==> src/rtl/int_ctrl.sv <==
// Interrupt controller: N_SRC sources, MASK/PENDING/STATUS/ACK register map,
// two-state IDLE/SERVICE FSM driving a registered one-hot HW_INT and Irq.
// Optional build macro INT_CTRL_EDGE_DETECT_EN: when defined, a source event is
// a 0->1 transition of Src; when undefined, a source event is Src high (level).
module int_ctrl #(
  parameter int N_SRC = 6
) (
  input  logic             clk,
  input  logic             reset,
  input  logic [N_SRC-1:0] Src,
  input  logic [1:0]       Addr,
  input  logic             Write_Enabled,
  input  logic [31:0]      Data_In,
  output logic [31:0]      Data_Out,
  output logic [N_SRC-1:0] HW_INT,
  output logic             Irq
);

  typedef enum logic {
    IDLE    = 1'b0,
    SERVICE = 1'b1
  } state_t;

  state_t           state_q, state_d;
  logic [2:0]       vec_q, vec_d;
  logic [N_SRC-1:0] mask_q, mask_d;
  logic [N_SRC-1:0] pend_q, pend_d;
  logic [N_SRC-1:0] src_event;
  logic [N_SRC-1:0] clr_bits;
  logic [N_SRC-1:0] ready;
  logic [N_SRC-1:0] vec_oh;
  logic [N_SRC-1:0] hw_int_d;
  logic             wr_mask, wr_w1c, wr_ack;
  logic             withdraw;
  logic             unused_data;

  // One-hot decode of a 3-bit vector index onto the source lanes.
  function automatic logic [N_SRC-1:0] onehot(input logic [2:0] v);
    logic [N_SRC-1:0] oh;
    for (int i = 0; i < N_SRC; i++) oh[i] = (v == i[2:0]);
    return oh;
  endfunction

  // Index of the lowest set bit (bit 0 is highest priority).
  function automatic logic [2:0] lowest_idx(input logic [N_SRC-1:0] r);
    logic [2:0] idx;
    idx = '0;
    for (int i = N_SRC - 1; i >= 0; i--) begin
      if (r[i]) idx = i[2:0];
    end
    return idx;
  endfunction

`ifdef INT_CTRL_EDGE_DETECT_EN
  logic [N_SRC-1:0] src_prev_q;

  // Registered copy of Src so a held-high source only produces one event.
  always_ff @(posedge clk or negedge reset) begin
    if (!reset) src_prev_q <= '0;
    else        src_prev_q <= Src;
  end

  assign src_event = Src & ~src_prev_q;
`else
  assign src_event = Src;
`endif

  // Upper write-data bits have no destination; fold them away explicitly.
  assign unused_data = ^Data_In;

  assign wr_mask = Write_Enabled && (Addr == 2'd0);
  assign wr_w1c  = Write_Enabled && (Addr == 2'd1);
  // ACK outside SERVICE is ignored entirely.
  assign wr_ack  = Write_Enabled && (Addr == 2'd3) && (state_q == SERVICE);
  assign vec_oh  = onehot(vec_q);
  assign ready   = pend_q & mask_q;

  // Next register values: set beats clear when both hit the same PENDING bit.
  always_comb begin
    mask_d = mask_q;
    if (wr_mask) mask_d = Data_In[N_SRC-1:0];
    clr_bits = (wr_w1c ? Data_In[N_SRC-1:0] : '0) | (wr_ack ? vec_oh : '0);
    pend_d   = (pend_q & ~clr_bits) | src_event;
    // Service is withdrawn when its mask bit drops or its pending bit is
    // explicitly cleared through the PENDING register.
    withdraw = (|(vec_oh & ~mask_d)) ||
               (wr_w1c && (|(vec_oh & Data_In[N_SRC-1:0])));
  end

  // FSM next state; VEC only changes on IDLE->SERVICE so no preemption in service.
  always_comb begin
    state_d = state_q;
    vec_d   = vec_q;
    case (state_q)
      IDLE: begin
        if (|ready) begin
          vec_d   = lowest_idx(ready);
          state_d = SERVICE;
        end
      end
      SERVICE: begin
        if (wr_ack || withdraw) state_d = IDLE;
      end
      default: state_d = IDLE;
    endcase
    hw_int_d = (state_d == SERVICE) ? onehot(vec_d) : '0;
  end

  // State, registers and registered CPU request outputs.
  always_ff @(posedge clk or negedge reset) begin
    if (!reset) begin
      state_q <= IDLE;
      vec_q   <= '0;
      mask_q  <= '0;
      pend_q  <= '0;
      HW_INT  <= '0;
      Irq     <= 1'b0;
    end else begin
      state_q <= state_d;
      vec_q   <= vec_d;
      mask_q  <= mask_d;
      pend_q  <= pend_d;
      HW_INT  <= hw_int_d;
      Irq     <= |hw_int_d;
    end
  end

  // Read mux reflects register state before this cycle's write.
  always_comb begin
    Data_Out = '0;
    case (Addr)
      2'd0:    Data_Out = {{(32 - N_SRC){1'b0}}, mask_q};
      2'd1:    Data_Out = {{(32 - N_SRC){1'b0}}, pend_q};
      2'd2:    Data_Out = {(state_q == SERVICE), 28'd0, vec_q};
      default: Data_Out = '0;
    endcase
  end

endmodule

==> config.mk <==
export PLATFORM = sky130hd
export DESIGN_NAME = int_ctrl
export DESIGN_NICKNAME = d
export VERILOG_FILES = /design/src/rtl/int_ctrl.sv
export SDC_FILE = /design/constraint.sdc
export NUM_CORES = 1
export LEC_CHECK = 0
export CORE_ASPECT_RATIO = 1.4
export CORE_MARGIN = 5
export CORE_UTILIZATION = 42
export CTS_CLUSTER_DIAMETER = 30
export DETAILED_ROUTE_END_ITERATION = 12
export PLACE_DENSITY_LB_ADDON = 0.25
export SYNTH_ARGS = -nofsm -noshare
export SYNTH_HDL_FRONTEND = slang
export SYNTH_SLANG_ARGS = --single-unit
==> constraint.sdc <==
create_clock -name clk -period 5.6 [get_ports clk]
set_input_delay 0.56 -clock clk [delete_from_list [all_inputs] [get_ports clk]]
set_output_delay 0.56 -clock clk [all_outputs]
set_load 0.005 [all_outputs]
[Yosys cells after proc, flatten, opt, wreduce, memory -nomap -nowiden]
Index checks and enable logic that the tools add are counted.
Word-level totals
  word-level logic and storage cells: 58
  output and inout bits: 39
  input port bits: 43
  bits in registers: 23
Cells by class
  bitwise operators: 9
  mux-type cells: 16
  reductions and logical operators: 14
  eq/ne operators: 13
Operator list (count)
  one-hot mux 32 bit (3 select lines): 1
  bitwise AND 6 bit: 4
  2-to-1 mux 3 bit: 8
  2-to-1 mux 6 bit: 4
  OR reduction 6 bit: 4
  equality test 3 x 2 -> 1 bit, second input constant: 4
  equality test 3 bit, second input constant: 4
  NOT 6 bit: 2
  bitwise OR 6 bit: 2
  equality test 3 x 1 -> 1 bit, second input constant: 2
  zero test 3 bit: 2
  logical AND 1 bit: 5
  equality test 2 bit, second input constant: 2
  equality test 2 x 1 -> 1 bit, second input constant: 1
  zero test 2 bit: 1
  logical OR 1 bit: 2
  2-to-1 mux 1 bit: 2
  one-hot mux 1 bit (2 select lines): 1
  NOT 1 bit: 1

[Logic depth before layout (Yosys ltp)]
  depth in word-level cells: 12
  gate-level depth with buffers: 6

[Worst setup path before layout]
Ideal clock, no wire load.
  path type: input -> register
  from: input Addr[1]
  to: register HW_INT[0]
  arrival time: 1.937 ns
  cell stages on the path: 6
  setup time: 0.147 ns
  path slack: 3.516 ns
  required time: 5.453 ns
  cells stage by stage: or3b_1 > buf_6 > a2111oi_0 > o31ai_1 > a41oi_2 > nor3_1
On the way
  word-level cells in the longest chain between the ends: 11
Ends and longest elaborated chain
  from (decl): RTL line 11  | input logic [1:0] Addr,
  zero test 2 bit: RTL line 71  | assign wr_mask = Write_Enabled && (Addr == 2'd0);
  logical AND 1 bit: RTL line 71
  2-to-1 mux 6 bit: RTL line 81  | if (wr_mask) mask_d = Data_In[N_SRC-1:0];
  NOT 6 bit: RTL line 86  | withdraw = (|(vec_oh & ~mask_d)) ||
  bitwise AND 6 bit: RTL line 86
  OR reduction 6 bit: RTL line 86
  logical OR 1 bit: RTL line 86
  logical OR 1 bit (*): RTL line 102  | if (wr_ack || withdraw) state_d = IDLE;
  2-to-1 mux 1 bit (*): RTL line 102
  one-hot mux 1 bit (2 select lines) (*): RTL line 94  | case (state_q)
  2-to-1 mux 6 bit (*): RTL line 106  | hw_int_d = (state_d == SERVICE) ? onehot(vec_d) : '0;
  net hw_int_d[0]: RTL line 32  | logic [N_SRC-1:0] hw_int_d;
  to (signal assigned): RTL line 123  | HW_INT <= hw_int_d;
  to (decl): RTL line 15  | output logic [N_SRC-1:0] HW_INT,
Mark *: on every way through the listed nets, which the timed path passes. The rest lies on a longest branch.

[Worst setup path in the final report]
  from: input Addr[0]
  to: register HW_INT[2]
The elaborated chain is that of the path after synthesis.

==> results.py <==
metrics = {
    "synthesis": {
        "dominantRegCellSynth": "dfrtp_1",
        "synth_top_cells_by_area": "dfrtp_1 (39%), buf_4 (13%), mux2i_1 (6.1%)",
        "synth-edff-count": 0,
        "postSynthCellCount": 162,
        "warnings_from_yosys": 0,
        "postSynthAreaPerCell_um2": 9.18,
        "synth_unique_cells": 37,
        "ys_seq_area_frac": 0.387,
        "synth-seq-cells": 23,
        "yosysTopAreaCell": "dfrtp_1",
        "post-synth-top-area-fraction": 0.387,
        "synthArstFlopShare": 1.00,
        "post_synth_instance_area_um2": 1490,
    },
    "grt": {
        "antenna_violations_before_repair": 0,
        "maximum_number_of_pins_on_one_net_before_global_route_repair": 24,
        "grtUsageTotal": 0.163,
        "grt_first_pass_wirelength_um": 6100,
        "grt_pass1_vias": 1290,
        "grt_overflow_total": 0,
    },
    "sta": {
        "setup_repair_after_global_routing_missed_its_margin": "no",
        "final_period_minus_worst_setup_slack_ns": 2.95,
        "finalHoldWorstSlack_ns": 0.558,
        "worstMarginPinSlew_ns": 1.02,
        "finalSetupViolations": 0,
        "report.final.hold_viol_count": 0,
        "max_freq_ghz": 0.339,
        "setup_tns_ns": 0,
        "fin_clk_skew_ns": 0.000954,
        "min_period_over_period": 0.527,
        "timing.final.max_slew_violations": 0,
        "relSlewSlack": 0.319,
    },
    "final_layout": {
        "mostFrequentLayoutCells": "clkdlybuf4s50_1 (30), conb_1 (25), dfrtp_1 (23), nand2_1 (23), mux2i_1 (9)",
        "stdcell_count": 229,
        "layout_commonest_cell": "clkdlybuf4s50_1",
        "finalCoreUtilization": 0.514,
        "num-nets-final": 233,
        "n_diodes": 0,
        "area_growth_syn_to_layout_pct": 17.9,
        "post_route_cells_drive_above_1_share": 0.0794,
    },
    "power_and_ir_drop": {
        "pwr_density_cell_nw_per_um2": 365,
        "power_frac_clock": 0.162,
        "power.combinational.fraction": 0.427,
        "design_power_total_mw": 0.639,
        "netSwitchingPower_mw": 0.241,
        "p_seq_frac": 0.411,
        "netSwitchingFraction": 0.377,
        "vdd_ir_drop_max_v": 0.000245,
        "intPower_mw": 0.398,
        "reported_leakage_power_nw": 0.770,
    },
    "critical_path": {
        "end_kind": "flip-flop",
        "reg2reg_from": "vec_q[0]$_DFF_PN0_",
        "critical_path_arrival_ns": 3.07,
        "reg2reg_to": "HW_INT[2]$_DFF_PN0_",
        "worstSetupStartpoint": "Addr[0]",
        "critical_path_class": "input pin to flip-flop",
        "timing.critical_path.from_type": "input pin",
        "worstSetupEndpoint": "HW_INT[2]$_DFF_PN0_",
        "ff2ff_path_depth": 5,
        "critPathMaxFanout": 14,
        "setup.reg_to_reg.worst_slack_ns": 3.50,
        "critical_path_required_ns": 5.72,
    },
    "route": {
        "drt_first_pass_iters": 4,
        "drt-initial-drc-count": 68,
        "routedWlPerCell_um": 15.9,
        "postRouteWirelength_um": 3630,
        "drcViolationCount": 0,
        "number_of_nets_with_antenna_violations_after_detailed_routing": 0,
        "vias_per_cell": 5.18,
        "vias": 1186,
    },
    "floorplan": {
        "start_util": 0.436,
        "die_area_um2": 4850,
        "fp.dieW_um": 60.3,
        "num_rows": 25,
        "core_area_um2": 3410,
        "floorplan.io_pins": 82,
        "floorplan.die.height_um": 80.4,
    },
    "clocking": {
        "clkSinkCount": 23,
        "tritoncts.num_buffers": 3,
        "insertion_delay_ns": 0.26,
        "clk_root_buffer_cell": "clkbuf_8",
        "tritoncts": "done",
        "max-clock-path-buffers": 2,
        "hold_buffers_post_cts": 0,
        "cts_post_setup_buffers_inserted": 0,
        "htree_levels": 1,
        "cts_resized": 0,
        "clkSlewWorstSetupHoldPaths_ns": 0.08,
    },
    "placement": {
        "gp_congestion": 0.916,
        "placed_cells_incl_taps": 225,
        "post_dp_hpwl_um": 2850,
        "io_buffer_count": 30,
    },
    "min_path": {
        "hold_class": "flip-flop to flip-flop",
    },
    "status": {
        "run_status": "complete, no violations",
    },
    "job": {
        "cap_violations": 0,
    },
}
-- power groups by stage --
stage | logic, mW | clock network, mW | registers (mW)
detailed placement | 0.275 | 0 | 0.266
global route | 0.307 | 0.115 | 0.271
floorplan | 0.201 | 0 | 0.237
CTS | 0.278 | 0.107 | 0.263
finish | 0.273 | 0.103 | 0.263
global placement | 0.270 | 0 | 0.264
-- per-stage QoR --
step,instance area [µm²],setup WS [ns]
final,1750,2.65
after detailed placement,1710,2.37
after global placement,1710,2.34
after global routing,1750,2.47
after floorplan,1580,3.52
after CTS,1750,2.63
-- routing by layer --
layer	global-route usage	vias up	part of all wire
li1	-	578	-
met1	0.183	570	0.36
met2	0.289	34	0.56
met3	0.0450	4	0.075
met4	0.0488	0	0.011
met5	0	-	0
-- kinds of logic (layout without fill, tap and decap cells) --
family          count (synthesis)  in the layout  synth area share
simple gates                   55             55             0.189
other cells                     1             25           0.00252
mux                            10             10            0.0758
flops                          23             23             0.387
compound gates                 36             36             0.182
buf+inv                        37             40             0.163
-- sequential cells by signal, indices dropped and copies added, names as in the netlist --
register / flops
HW_INT: 6
Irq: 1
mask_q: 6
pend_q: 6
state_q: 1
vec_q: 3
-- Yosys cell counts (2+ instances only) --
cell type	instances
nor2_1	7
a2111oi_0	3
nor4bb_1	3
a211oi_1	2
a31o_2	7
and2_1	3
clkbuf_1	3
o21ai_0	6
a21oi_1	3
nand2b_1	2
buf_4	25
dfrtp_1	23
inv_1	5
buf_2	2
a21o_1	4
and3_1	3
nor3b_1	4
nand3_1	2
nand2_1	23
a22oi_1	4
mux2i_1	9
o31ai_1	2
nor3_1	3
-- worst max-delay path: stages --
cell	delay [ns]
clkdlybuf4s50_1	0.73
or3b_1	0.65
a2111oi_0	0.50
o31ai_1	0.16
a41oi_2	0.36
nor3_1	0.10
-- cell type report --
| type | count | area [µm²] |
|---|---|---|
| Clock buffer | 3 | 41.3 |
| Fill cell | 357 | 1660 |
| Timing Repair Buffer | 30 | 300 |
| Clock inverter | 1 | 5.00 |
| Inverter | 6 | 22.5 |
| Multi-Input combinational cell | 126 | 758 |
| Sequential cell | 23 | 576 |
| Tap cell | 40 | 50.0 |
-- worst min path at each step --
stage,start,endpoint,slack [ns],cells past startpoint
6_report,mask_q[4]$_DFF_PN0_,mask_q[4]$_DFF_PN0_,0.56,2
3_3_place_gp,mask_q[4]$_DFF_PN0_,mask_q[4]$_DFF_PN0_,0.53,2
5_1_grt,pend_q[0]$_DFF_PN0_,pend_q[0]$_DFF_PN0_,0.60,1
4_1_cts,mask_q[4]$_DFF_PN0_,mask_q[4]$_DFF_PN0_,0.56,2
2_1_floorplan,reset,HW_INT[0]$_DFF_PN0_,0.26,0
3_5_place_dp,mask_q[4]$_DFF_PN0_,mask_q[4]$_DFF_PN0_,0.54,2
No activity file was read; power rests on OpenSTA's default activity.
